--- config.mk ---
export PLATFORM = sky130hd
export DESIGN_NAME = mem_arbiter
export DESIGN_NICKNAME = d
export VERILOG_FILES = /design/src/rtl/mem_arbiter.sv
export SDC_FILE = /design/constraint.sdc
export NUM_CORES = 1
export LEC_CHECK = 0
export CAP_MARGIN = 10
export CELL_PAD_IN_SITES_DETAIL_PLACEMENT = 1
export CELL_PAD_IN_SITES_GLOBAL_PLACEMENT = 1
export CORE_UTILIZATION = 29
export DETAILED_ROUTE_END_ITERATION = 8
export PLACE_DENSITY = 0.91
export RECOVER_POWER = 25
export SETUP_SLACK_MARGIN = 0.15
export SYNTH_ARGS = -nofsm -noshare
export SYNTH_HDL_FRONTEND = slang
export SYNTH_SLANG_ARGS = --single-unit
--- constraint.sdc ---
create_clock -name clk -period 2.2 [get_ports clk]
set_input_delay 0.22 -clock clk [delete_from_list [all_inputs] [get_ports clk]]
set_output_delay 0.22 -clock clk [all_outputs]
set_load 0.1 [all_outputs]
--- src/rtl/mem_arbiter.sv ---
// mem_arbiter: shares one main-memory port between the I-cache (single-word reads)
// and the vector D-cache (burst reads / burst writes), one transaction at a time.
module mem_arbiter #(
  parameter int ADDR_WIDTH       = 17,
  parameter int LEN              = 32,
  parameter int VECTOR_SIZE      = 8,
  parameter int ENTRY_INDEX_SIZE = 3
) (
  input  logic                        clk,
  input  logic                        rst,
  input  logic [1:0]                  i_vis_signal,
  input  logic [ADDR_WIDTH-1:0]       i_vis_addr,
  input  logic [1:0]                  d_vis_signal,
  input  logic [ADDR_WIDTH-1:0]       d_vis_addr,
  input  logic [LEN-1:0]              d_writen_data,
  input  logic [ENTRY_INDEX_SIZE-1:0] d_write_length,
  output logic [1:0]                  mem_status,
  output logic [LEN-1:0]              mem_data,
  output logic [ADDR_WIDTH-1:0]       ram_addr,
  output logic                        ram_we,
  output logic [LEN-1:0]              ram_wdata,
  input  logic [LEN-1:0]              ram_rdata
);
  localparam logic [1:0] MEM_NOP          = 2'd0;
  localparam logic [1:0] MEM_READ         = 2'd1;
  localparam logic [1:0] MEM_WRITE        = 2'd2;
  localparam logic [1:0] MEM_READ_BURST   = 2'd3;
  localparam logic [1:0] MEM_RESTING      = 2'd0;
  localparam logic [1:0] MEM_INST_WORKING = 2'd1;
  localparam logic [1:0] MEM_DATA_WORKING = 2'd2;

  localparam logic [1:0] S_IDLE    = 2'd0;
  localparam logic [1:0] S_INST    = 2'd1;
  localparam logic [1:0] S_DATA_RD = 2'd2;
  localparam logic [1:0] S_DATA_WR = 2'd3;

  localparam int CW = ENTRY_INDEX_SIZE + 1;
  localparam logic [ADDR_WIDTH-1:0] STRIDE = ADDR_WIDTH'(LEN / 8);
  localparam logic [CW-1:0] VS  = CW'(VECTOR_SIZE);
  localparam logic [CW-1:0] ONE = CW'(1);

  logic [1:0]    state;
  logic [CW-1:0] beat, total, wr_total;
  logic          last_was_data;
  logic          i_req, d_req, grant_inst;

  // Instruction fetch only wins a tie when the previous grant went to data.
  always_comb begin
    i_req      = (i_vis_signal == MEM_READ);
    d_req      = (d_vis_signal == MEM_READ_BURST) || (d_vis_signal == MEM_WRITE);
    grant_inst = i_req && (!d_req || last_was_data);
    wr_total   = (d_write_length == '0) ? VS : {1'b0, d_write_length};
  end

  always_ff @(posedge clk) begin
    if (rst) begin
      state         <= S_IDLE;
      mem_status    <= MEM_RESTING;
      mem_data      <= '0;
      ram_addr      <= '0;
      ram_we        <= 1'b0;
      ram_wdata     <= '0;
      beat          <= '0;
      total         <= '0;
      last_was_data <= 1'b0;
    end else begin
      case (state)
        S_IDLE: begin
          ram_we <= 1'b0;
          beat   <= '0;
          if (grant_inst) begin
            state         <= S_INST;
            mem_status    <= MEM_INST_WORKING;
            ram_addr      <= i_vis_addr;
            total         <= ONE;
            last_was_data <= 1'b0;
          end else if (d_req) begin
            state         <= (d_vis_signal == MEM_WRITE) ? S_DATA_WR : S_DATA_RD;
            mem_status    <= MEM_DATA_WORKING;
            ram_addr      <= d_vis_addr;
            total         <= (d_vis_signal == MEM_WRITE) ? wr_total : VS;
            last_was_data <= 1'b1;
          end
        end
        S_INST: begin
          mem_data   <= ram_rdata;
          mem_status <= MEM_RESTING;
          state      <= S_IDLE;
        end
        S_DATA_RD: begin
          if (d_vis_signal != MEM_READ_BURST) begin
            mem_status <= MEM_RESTING;
            state      <= S_IDLE;
          end else begin
            mem_data <= ram_rdata;
            ram_addr <= ram_addr + STRIDE;
            beat     <= beat + ONE;
            if (beat == total - ONE) begin
              mem_status <= MEM_RESTING;
              state      <= S_IDLE;
            end
          end
        end
        S_DATA_WR: begin
          // A beat registered last cycle is committed by memory at this edge; step past it.
          if (ram_we) ram_addr <= ram_addr + STRIDE;
          if (d_vis_signal != MEM_WRITE || beat == total) begin
            ram_we     <= 1'b0;
            mem_status <= MEM_RESTING;
            state      <= S_IDLE;
          end else begin
            ram_we    <= 1'b1;
            ram_wdata <= d_writen_data;
            beat      <= beat + ONE;
          end
        end
        default: begin
          ram_we     <= 1'b0;
          mem_status <= MEM_RESTING;
          state      <= S_IDLE;
        end
      endcase
    end
  end
endmodule
==> qor.csv <==
stage,metric,value,unit
grt,track_usage,0.1934,
grt,grt_overflow,0,
cts,ctsHoldBuffers,0,
yosys,synth_edf_count,0,
detailed_routing,vias,4519,
worst_setup_path,cp_slowest_stage_delay,0.49,ns
min_path,hold_path_end,ram_addr[16],
final_layout,final_nets,842,
final_layout,fin_util,0.4490,
yosys,synthTopCellsByCount,"150 x nand2_1, 94 x dfxtp_1, 92 x a21oi_1",
cts,cts_tree,done,
yosys,synth.top_cell.area_share,0.4418,
worst_setup_path,worstPathCellList,"xor2_1, o41a_1, nand2_1, buf_4, nand2_1, a21oi_1",
yosys,yosysMostFrequentCell,nand2_1,
yosys,syn-cell-area,4259,sq um
power,ir_drop,0.5517,mV
floorplan,core_area,14100,sq um
timing,post-route-period-util,0.8829,
power,pwr-share-clk,0.296,
power,p_sw,2.370,mW
worst_setup_path,crit_arrival,2.21,ns
power,p_sw_frac,0.4023,
grt,grt_pass1_wl,22690,um
floorplan,io_pins,191,
floorplan,die_area,15170,sq um
worst_setup_path,crit_top_cell,nand2_1,
grt,grt_max_degree,34,
floorplan,row_count,43,
detailed_routing,wirelength,14390,um
timing,maxSlewViolCount,0,
cts,post_cts_buffers,0,
grt,grt_pass1_vias,4577,
min_path,hold_path_depth,2,
yosys,synth_nets,660,
worst_setup_path,path_delay_family,compound AO/OA/AOI/OAI gates,
cts,clk_path_buf_depth,2,
worst_setup_path,critPathRequiredTime,2.46,ns
worst_setup_path,r2r-start,beat[0],
worst_setup_path,rr_worst_depth,6,
cts,clock_latency,0.35,ns
detailed_routing,drc_errors,0,
cts,clock-root-buffer,clkbuf_16,
yosys,synthTopCellsByArea,"dfxtp_1 44%, nand2_1 13%, a21oi_1 11%, o21ai_0 3.4%, nand3_1 2.7%",
timing,hold_ws,0.2849,ns
yosys,ys_async_sr_fraction,0,
final_layout,syn_to_final_growth,48.59,%
place,port_buffers,190,
power,pwr-share-comb,0.363,
detailed_routing,wl_per_cell,15.77,um
yosys,synth_area_leader_cell,dfxtp_1,
cts,cts.clk_slew.worst_paths,0.07,ns
yosys,synth.avg_cell_area,7.801,sq um
floorplan,die_w,123.2,um
yosys,synth_cell_types,54,
timing,tightest_slew,1.230,ns
final_layout,drive_gt1_frac,0.1378,
place,place.gp.congestion,0.8032,
yosys,synth_cells,546,
run,cap_viol_max_count,0,
place,dp_hpwl,10780,um
yosys,ys_ff_latch,94,
grt,antenna_found_initial,0,
timing,tns,0,ns
timing,period_needed,1.942,ns
place,pre_cts_slack,0.04361,ns
timing,rsz0062_at_grt,no,
run_status,status,finished clean,
power,p_int,3.520,mW
detailed_routing,drt-pass1-iter-count,4,
timing,finalSetupViolations,0,
floorplan,dieHeight,123.2,um
worst_setup_path,end_kind,flop,
timing,finalHoldViolations,0,
worst_setup_path,critPathMaxFanout,27,
worst_setup_path,r2r_end,ram_wdata[10],
cts,cts-buffers-inserted,9,
worst_setup_path,ff2ff_setup_slack,0.26,ns
timing,slew_headroom,0.1834,
floorplan,initial_utilization,0.3021,
worst_setup_path,worstSetupStartpoint,beat[0],
cts,post_cts_resized,0,
cts,cts.sinks,94,
cts,cts_max_level,3,
power,powerDensity,930.7,nW/um^2
timing,layout_setup_ws,0.2575,ns
worst_setup_path,worstSetupPathType,reg2reg,
timing,clock_skew,0.006710,ns
yosys,synth_top_flop_cell,dfxtp_1,
detailed_routing,ant_nets,0,
final_layout,diodes,0,
detailed_routing,vias_per_cell,4.950,
detailed_routing,drt_iter0_drc,157,
min_path,min_path_type,in2reg,
yosys,yosysSeqAreaShare,0.4418,
worst_setup_path,cp-start-kind,flop,
worst_setup_path,crit_path_top_delay_cell,o41a_1,
timing,fmax,514.8,MHz
power,p_leak,2.318,nW
worst_setup_path,path_buf_inv,1,
power,p_seq_frac,0.341,
min_path,worstHoldStart,rst,
yosys,synth-warning-count,0,
-- cells in the final DEF (no fill, tap or decap), types with 3 or more instances in the layout --
master / count
o21ai_0: 29
buf_12: 3
nor2_1: 16
nor3_1: 7
nand2b_1: 5
nand4_1: 3
a22oi_1: 3
dfxtp_1: 84
buf_4: 57
clkbuf_16: 9
mux2i_1: 3
xnor2_1: 4
clkdlybuf4s50_1: 105
a21oi_1: 92
clkbuf_1: 44
inv_1: 8
ha_1: 7
nand3_1: 23
nand2_1: 150
mux2_2: 4
dfxtp_2: 10
nor2b_1: 3
xor2_1: 5
a211oi_1: 7
and3_1: 3
-- metrics by stage --
step                      cells  instance area (sq um)  power (mW)
after CTS                   913                   6494       5.980
final                       913                   6329       5.890
after detailed placement    897                   6160       4.219
after global routing        913                   6329       6.142
after floorplan             546                   4272       3.578
after global placement      897                   6160       4.182
-- how the worst max path moves through the flow --
| stage | to | slack, ns | cells after the start |
|---|---|---|---|
| CTS | ram_wdata[10] | 0.23 | 6 |
| finish | ram_wdata[10] | 0.26 | 6 |
| floorplan | ram_addr[4] | 0.18 | 5 |
| detailed placement | ram_wdata[10] | 0.04 | 7 |
| global placement | ram_addr[8] | 0.10 | 6 |
| global route | ram_wdata[27] | 0.15 | 6 |
-- layer usage --
| layer | up-vias | global-route usage | wire length, um | share of wire |
|---|---|---|---|---|
| met5 | - | 0 | 0 | 0 |
| met4 | 0 | 0.05723 | 240 | 0.017 |
| met3 | 22 | 0.06873 | 1086 | 0.075 |
| met2 | 135 | 0.3331 | 7141 | 0.50 |
| met1 | 2138 | 0.2237 | 5926 | 0.41 |
| li1 | 2224 | - | - | - |
-- registers in the layout (all words and copies together) (netlist names) --
name and cells:
beat 4, ram_wdata 32, last_was_data 1, ram_we 1, mem_data 32, mem_status 2, state 1, ram_addr 17
total 4
-- worst reg2reg max path: cells and delay by family (launching register included) --
kind | cells | cell delay (ns)
buffers and inverters | 1 | 0.31
DFF | 1 | 0.46
and+or+nand+nor | 2 | 0.24
xor gates and xnor gates | 1 | 0.16
AOI/OAI and AO/OA | 2 | 0.69
-- power by group through the flow --
stage          combinational (mW)  clock (mW)  sequential, mW
6_report                     2.14        1.74            2.01
5_1_grt                      2.25        1.86            2.03
2_1_floorplan               0.671           0            2.91
4_1_cts                      2.18        1.79            2.01
3_3_place_gp                 2.14           0            2.04
3_5_place_dp                 2.17           0            2.05
-- final cells by class --
| cell class | count | area [sq um] |
|---|---|---|
| inverter | 8 | 30.03 |
| timing repair buffer | 210 | 1709 |
| multi-input combinational | 405 | 2136 |
| tap | 180 | 225.2 |
| clock inverter | 5 | 81.33 |
| clock buffer | 11 | 252.7 |
| fill | 1742 | 7767 |
| sequential | 94 | 1894 |
-- logic make-up after synthesis --
group | Yosys count | share of synthesized area
buf+inv | 47 | 0.05758
xor+xnor | 9 | 0.01851
mux | 9 | 0.02291
flops | 94 | 0.4418
simple gates | 223 | 0.2291
compound gates | 157 | 0.2095
fa+ha+maj | 7 | 0.02056
(Power assumes the default switching activity.)
